[config.mk]
export PLATFORM = sky130hd
export DESIGN_NAME = ucode_next_state_seq
export DESIGN_NICKNAME = d
export VERILOG_FILES = /design/src/rtl/ucode_next_state_seq.sv
export SDC_FILE = /design/constraint.sdc
export NUM_CORES = 1
export LEC_CHECK = 0
export ABC_AREA = 1
export BUFFER_PORTS_ARGS = -buffer_cell sky130_fd_sc_hd__buf_2
export CAP_MARGIN = 20
export CELL_PAD_IN_SITES_DETAIL_PLACEMENT = 0
export CELL_PAD_IN_SITES_GLOBAL_PLACEMENT = 1
export CORE_UTILIZATION = 32
export DETAILED_ROUTE_END_ITERATION = 16
export GPL_TIMING_DRIVEN = 1
export PLACE_DENSITY = 0.71
export SYNTH_ARGS = -nofsm -noshare
export SYNTH_HDL_FRONTEND = slang
export SYNTH_SLANG_ARGS = --single-unit
[constraint.sdc]
create_clock -name clk -period 3.1 [get_ports clk]
set_input_delay 0.62 -clock clk [delete_from_list [all_inputs] [get_ports clk]]
set_output_delay 0.62 -clock clk [all_outputs]
set_load 0.1 [all_outputs]
[src/rtl/ucode_next_state_seq.sv]
// ucode_next_state_seq
//   Registered next-state sequencer for the two-address microcode control
//   unit. Each cycle one op is applied: HOLD keeps the state, JUMP loads one
//   of NUM_SRC candidate addresses, CALL loads a candidate and pushes a
//   return address, RET pops the most recent return address into the state.
//
// Ports
//   clk        in   clock, rising edge
//   reset      in   synchronous active-high reset
//   op         in   [1:0]  00 HOLD, 01 JUMP, 10 CALL, 11 RET
//   select     in   [SEL_W-1:0]  candidate index for JUMP/CALL
//   cand       in   [NUM_SRC*STATE_W-1:0]  packed candidates, i at [i*STATE_W +: STATE_W]
//   ret_addr   in   [STATE_W-1:0]  address pushed on CALL
//   state      out  [STATE_W-1:0]  registered current state
//   depth      out  [CNT_W-1:0]    valid return-stack entries
//   empty      out  depth == 0
//   full       out  depth == STACK_DEPTH
//   overflow   out  sticky: CALL attempted while full
//   underflow  out  sticky: RET attempted while empty
//
// Op table
//   op   | meaning
//   HOLD | state, stack, depth unchanged
//   JUMP | state <= candidate[select]
//   CALL | push ret_addr, state <= candidate[select]; ignored (flag) when full
//   RET  | state <= top of stack, pop; ignored (flag) when empty
module ucode_next_state_seq #(
  parameter int STATE_W     = 3,
  parameter int NUM_SRC     = 4,
  parameter int SEL_W       = 2,
  parameter int STACK_DEPTH = 4,
  parameter int CNT_W       = 3,
  parameter logic [STATE_W-1:0] RESET_STATE = '0
) (
  input  logic                       clk,
  input  logic                       reset,
  input  logic [1:0]                 op,
  input  logic [SEL_W-1:0]           select,
  input  logic [NUM_SRC*STATE_W-1:0] cand,
  input  logic [STATE_W-1:0]         ret_addr,
  output logic [STATE_W-1:0]         state,
  output logic [CNT_W-1:0]           depth,
  output logic                       empty,
  output logic                       full,
  output logic                       overflow,
  output logic                       underflow
);

  localparam int IDX_W = (STACK_DEPTH > 1) ? $clog2(STACK_DEPTH) : 1;

  typedef enum logic [1:0] {
    OP_HOLD = 2'b00,
    OP_JUMP = 2'b01,
    OP_CALL = 2'b10,
    OP_RET  = 2'b11
  } op_e;

  logic [STATE_W-1:0] stack [STACK_DEPTH];

  logic [STATE_W-1:0] sel_val;
  logic [STATE_W-1:0] state_nxt;
  logic [CNT_W-1:0]   depth_nxt;
  logic               ovf_nxt;
  logic               unf_nxt;
  logic               push_en;
  logic [IDX_W-1:0]   push_idx;
  logic [IDX_W-1:0]   pop_idx;

  assign empty = (depth == '0);
  assign full  = (depth == CNT_W'(STACK_DEPTH));

  // Push writes at depth, pop reads depth-1. Only used when not full / not
  // empty respectively, so both indices are always in range when they matter.
  assign push_idx = IDX_W'(depth);
  assign pop_idx  = IDX_W'(depth - CNT_W'(1));

  // Out-of-range selects fall back to candidate 0.
  always_comb begin
    sel_val = cand[0 +: STATE_W];
    for (int i = 1; i < NUM_SRC; i++) begin
      if (int'(select) == i) sel_val = cand[i*STATE_W +: STATE_W];
    end
  end

  always_comb begin
    state_nxt = state;
    depth_nxt = depth;
    ovf_nxt   = overflow;
    unf_nxt   = underflow;
    push_en   = 1'b0;
    case (op_e'(op))
      OP_HOLD: ;
      OP_JUMP: state_nxt = sel_val;
      OP_CALL: begin
        if (full) begin
          ovf_nxt = 1'b1;
        end else begin
          state_nxt = sel_val;
          depth_nxt = depth + CNT_W'(1);
          push_en   = 1'b1;
        end
      end
      OP_RET: begin
        if (empty) begin
          unf_nxt = 1'b1;
        end else begin
          state_nxt = stack[pop_idx];
          depth_nxt = depth - CNT_W'(1);
        end
      end
      default: ;
    endcase
  end

  always_ff @(posedge clk) begin
    if (reset) begin
      state     <= RESET_STATE;
      depth     <= '0;
      overflow  <= 1'b0;
      underflow <= 1'b0;
    end else begin
      state     <= state_nxt;
      depth     <= depth_nxt;
      overflow  <= ovf_nxt;
      underflow <= unf_nxt;
    end
  end

  // Stack storage is never cleared; entries at or above depth are never read.
  always_ff @(posedge clk) begin
    if (push_en && !reset) stack[push_idx] <= ret_addr;
  end

endmodule
==> run summary <==
Max Cap Viol = 0
# H-tree levels = 1
Drt via density = 4.42
Hold Vio Cnt, Final = 0
Cell area after placement = 1270 sq um
Setup bufs post-CTS = 0
Vias = 915
CTS root buf = clkbuf_4
Most frequent cells in the layout = 31 x nand2_1, 30 x buf_2, 22 x inv_1
Synth cell types = 21
1st-iter DRT viols = 33
Row cnt = 20
Most used flip-flop cell after synthesis = edfxtp_1
Clock transition at path regs = 110 ps
Synthesized flop and latch total = 20
PD cells = 510 nW/um^2
CP max stage delay = 450 ps
DR WL/cell = 11.1 microns
Static Leak = 0.648 nW
First-pass GRT wire length = 3670 microns
Layout net count = 190
Kind of critical path = flop to primary output
Diode count = 0
Dpl ws = 1060 ps
Worst slew pin tran = 496 ps
CTS tree = built
Fin area = 1300 sq um
Num CTS Buffers = 3
CP Cell Sequence = inv_2 > ha_1 > inv_1 > nor2_4 > buf_2
Worst hold path class = flop to flop
Post_cts resized = 0
Vias in the first global route = 867
Area Growth Syn to Fin = 21.6%
Setup repair after global routing missed its margin = no
Overall power of the completed layout = 0.663 mW
Syn Std Cell Area = 1070 sq um
Largest net degree at the start of global routing = 13
Most common cell after layout, fill and taps aside = nand2_1
Critical path capture point type = primary output
Final HPWL DP = 1860 microns
Worst vdd ir = 0.000306 V
Antenna-violating nets left = 0
Synth async-reset ratio = 0%
GRT Residual Overflow = 0
CP required = 2480 ps
Total of warnings raised by yosys = 0
Status = complete, no violations
Arrival time at the worst endpoint = 1770 ps
Final worst setup slack = 711 ps
Synth Instances = 129
Overall Global Routing Usage = 14.1%
CP Max Fanout = 12
Fmax = 0.419 GHz
Slowest-stage cell, CP = buf_2
RD Place Congestion = 0.761
Height of the die = 59.8 microns
Syn_nets = 155
Max-slew violations = 0
Critical Path Source Type = flop
Layout cell share with drive strength beyond 1 = 25.8%
Sequential share of the synthesized area = 48.7%
Tmin final = 2390 ps
Core area = 3100 sq um
Avg Cell Area, Syn = 8.29 sq um
# setup viols final = 0
CTS Hold Buffers Added = 0
Final worst path period share = 77.1%
IO Count = 31
Initial antenna violation count = 0
Initial core utilization = 34.5%
Post-synth EDFFs = 12
Clock Path Buffers = 2
Die width = 59.8 microns
Setup TNS = 0 ps
I/O Buffers = 30
Residual DRC = 0
Total wire length = 2300 microns
Relative slew slack = 67.1%
CTS Sinks = 20
DR pass1 iterations = 4
Worst Skew = 2.07 ps
Skew-Pair Late Insertion Delay = 310 ps
Die Area = 3580 sq um
==> final cells by class <==
| cell class | instances | area (sq um) |
|---|---|---|
| fillers | 342 | 1800 |
| flip-flops and latches | 20 | 520 |
| multi-input cells | 86 | 463 |
| repair buffers | 30 | 150 |
| inverters | 23 | 86.3 |
| well taps | 44 | 55.1 |
| clock buffers | 3 | 22.5 |
| clock inverters | 1 | 3.75 |
==> cell families (layout without fill, tap and decap cells) <==
group	count (synthesis)	count (layout)	share of synthesized area, %
fa+ha+maj	5	5	5.85
xor+xnor	2	2	1.64
flops	20	20	48.7
simple gates	62	62	26.0
compound gates	17	17	9.82
buf+inv	23	57	8.07
==> report_power, final <==
group / internal (mW) / switching, mW / leakage [nW]
registers: 0.295 / 0.0114 / 0.174
logic: 0.0526 / 0.176 / 0.458
clock network: 0.0472 / 0.0818 / 0.0154
==> Yosys cell counts, types with 2 or more instances <==
master | number | area, sq um
or2_0 | 2 | 12.5
nand3_1 | 7 | 35.0
o211ai_1 | 2 | 15.0
edfxtp_1 | 12 | 360
inv_1 | 22 | 82.6
nand4_1 | 2 | 12.5
nand2_1 | 31 | 116
or2_2 | 4 | 25.0
o21ai_0 | 7 | 35.0
nor2_1 | 13 | 48.8
xor2_1 | 2 | 17.5
ha_1 | 5 | 62.6
a21oi_1 | 5 | 25.0
dfxtp_1 | 8 | 160
==> metrics by stage <==
step                hold slack [ps]  instances  util [%]
floorplan                       616        129         -
global placement                448        203      41.1
detailed placement              450        203      41.1
CTS                             467        207      41.9
global route                    502        207      41.9
finish                          467        207      41.9
==> registers in the layout, summed over array words and instances (netlist names) <==
name       count
state          3
underflow      1
overflow       1
depth          3
stack         12
==> final timing paths <==
| kind | start | to | slack [ps] | cells after the start |
|---|---|---|---|---|
| max reg2reg | depth[0] | stack[1][1] | 1160 | 7 |
| min reg2reg | state[2] | state[2] | 470 | 2 |
| max | depth[0] | empty | 710 | 5 |
| min | state[2] | state[2] | 470 | 2 |
==> critical path: cells and delay by family, from the launching register on <==
family | cells | cell delay (ps)
buffers and inverters | 3 | 700
DFF | 1 | 430
adders and majority gates | 1 | 180
and+or+nand+nor | 1 | 150
==> metal layers <==
layer  GRT usage (%)  share of wire [%]  vias to the layer above
li1                -                  -                      480
met1            16.2                 44                      400
met2            25.2                 49                       28
met3            2.38                5.0                        7
met4            6.31                2.6                        0
met5               0                  0                        -
(Power assumes the default switching activity.)
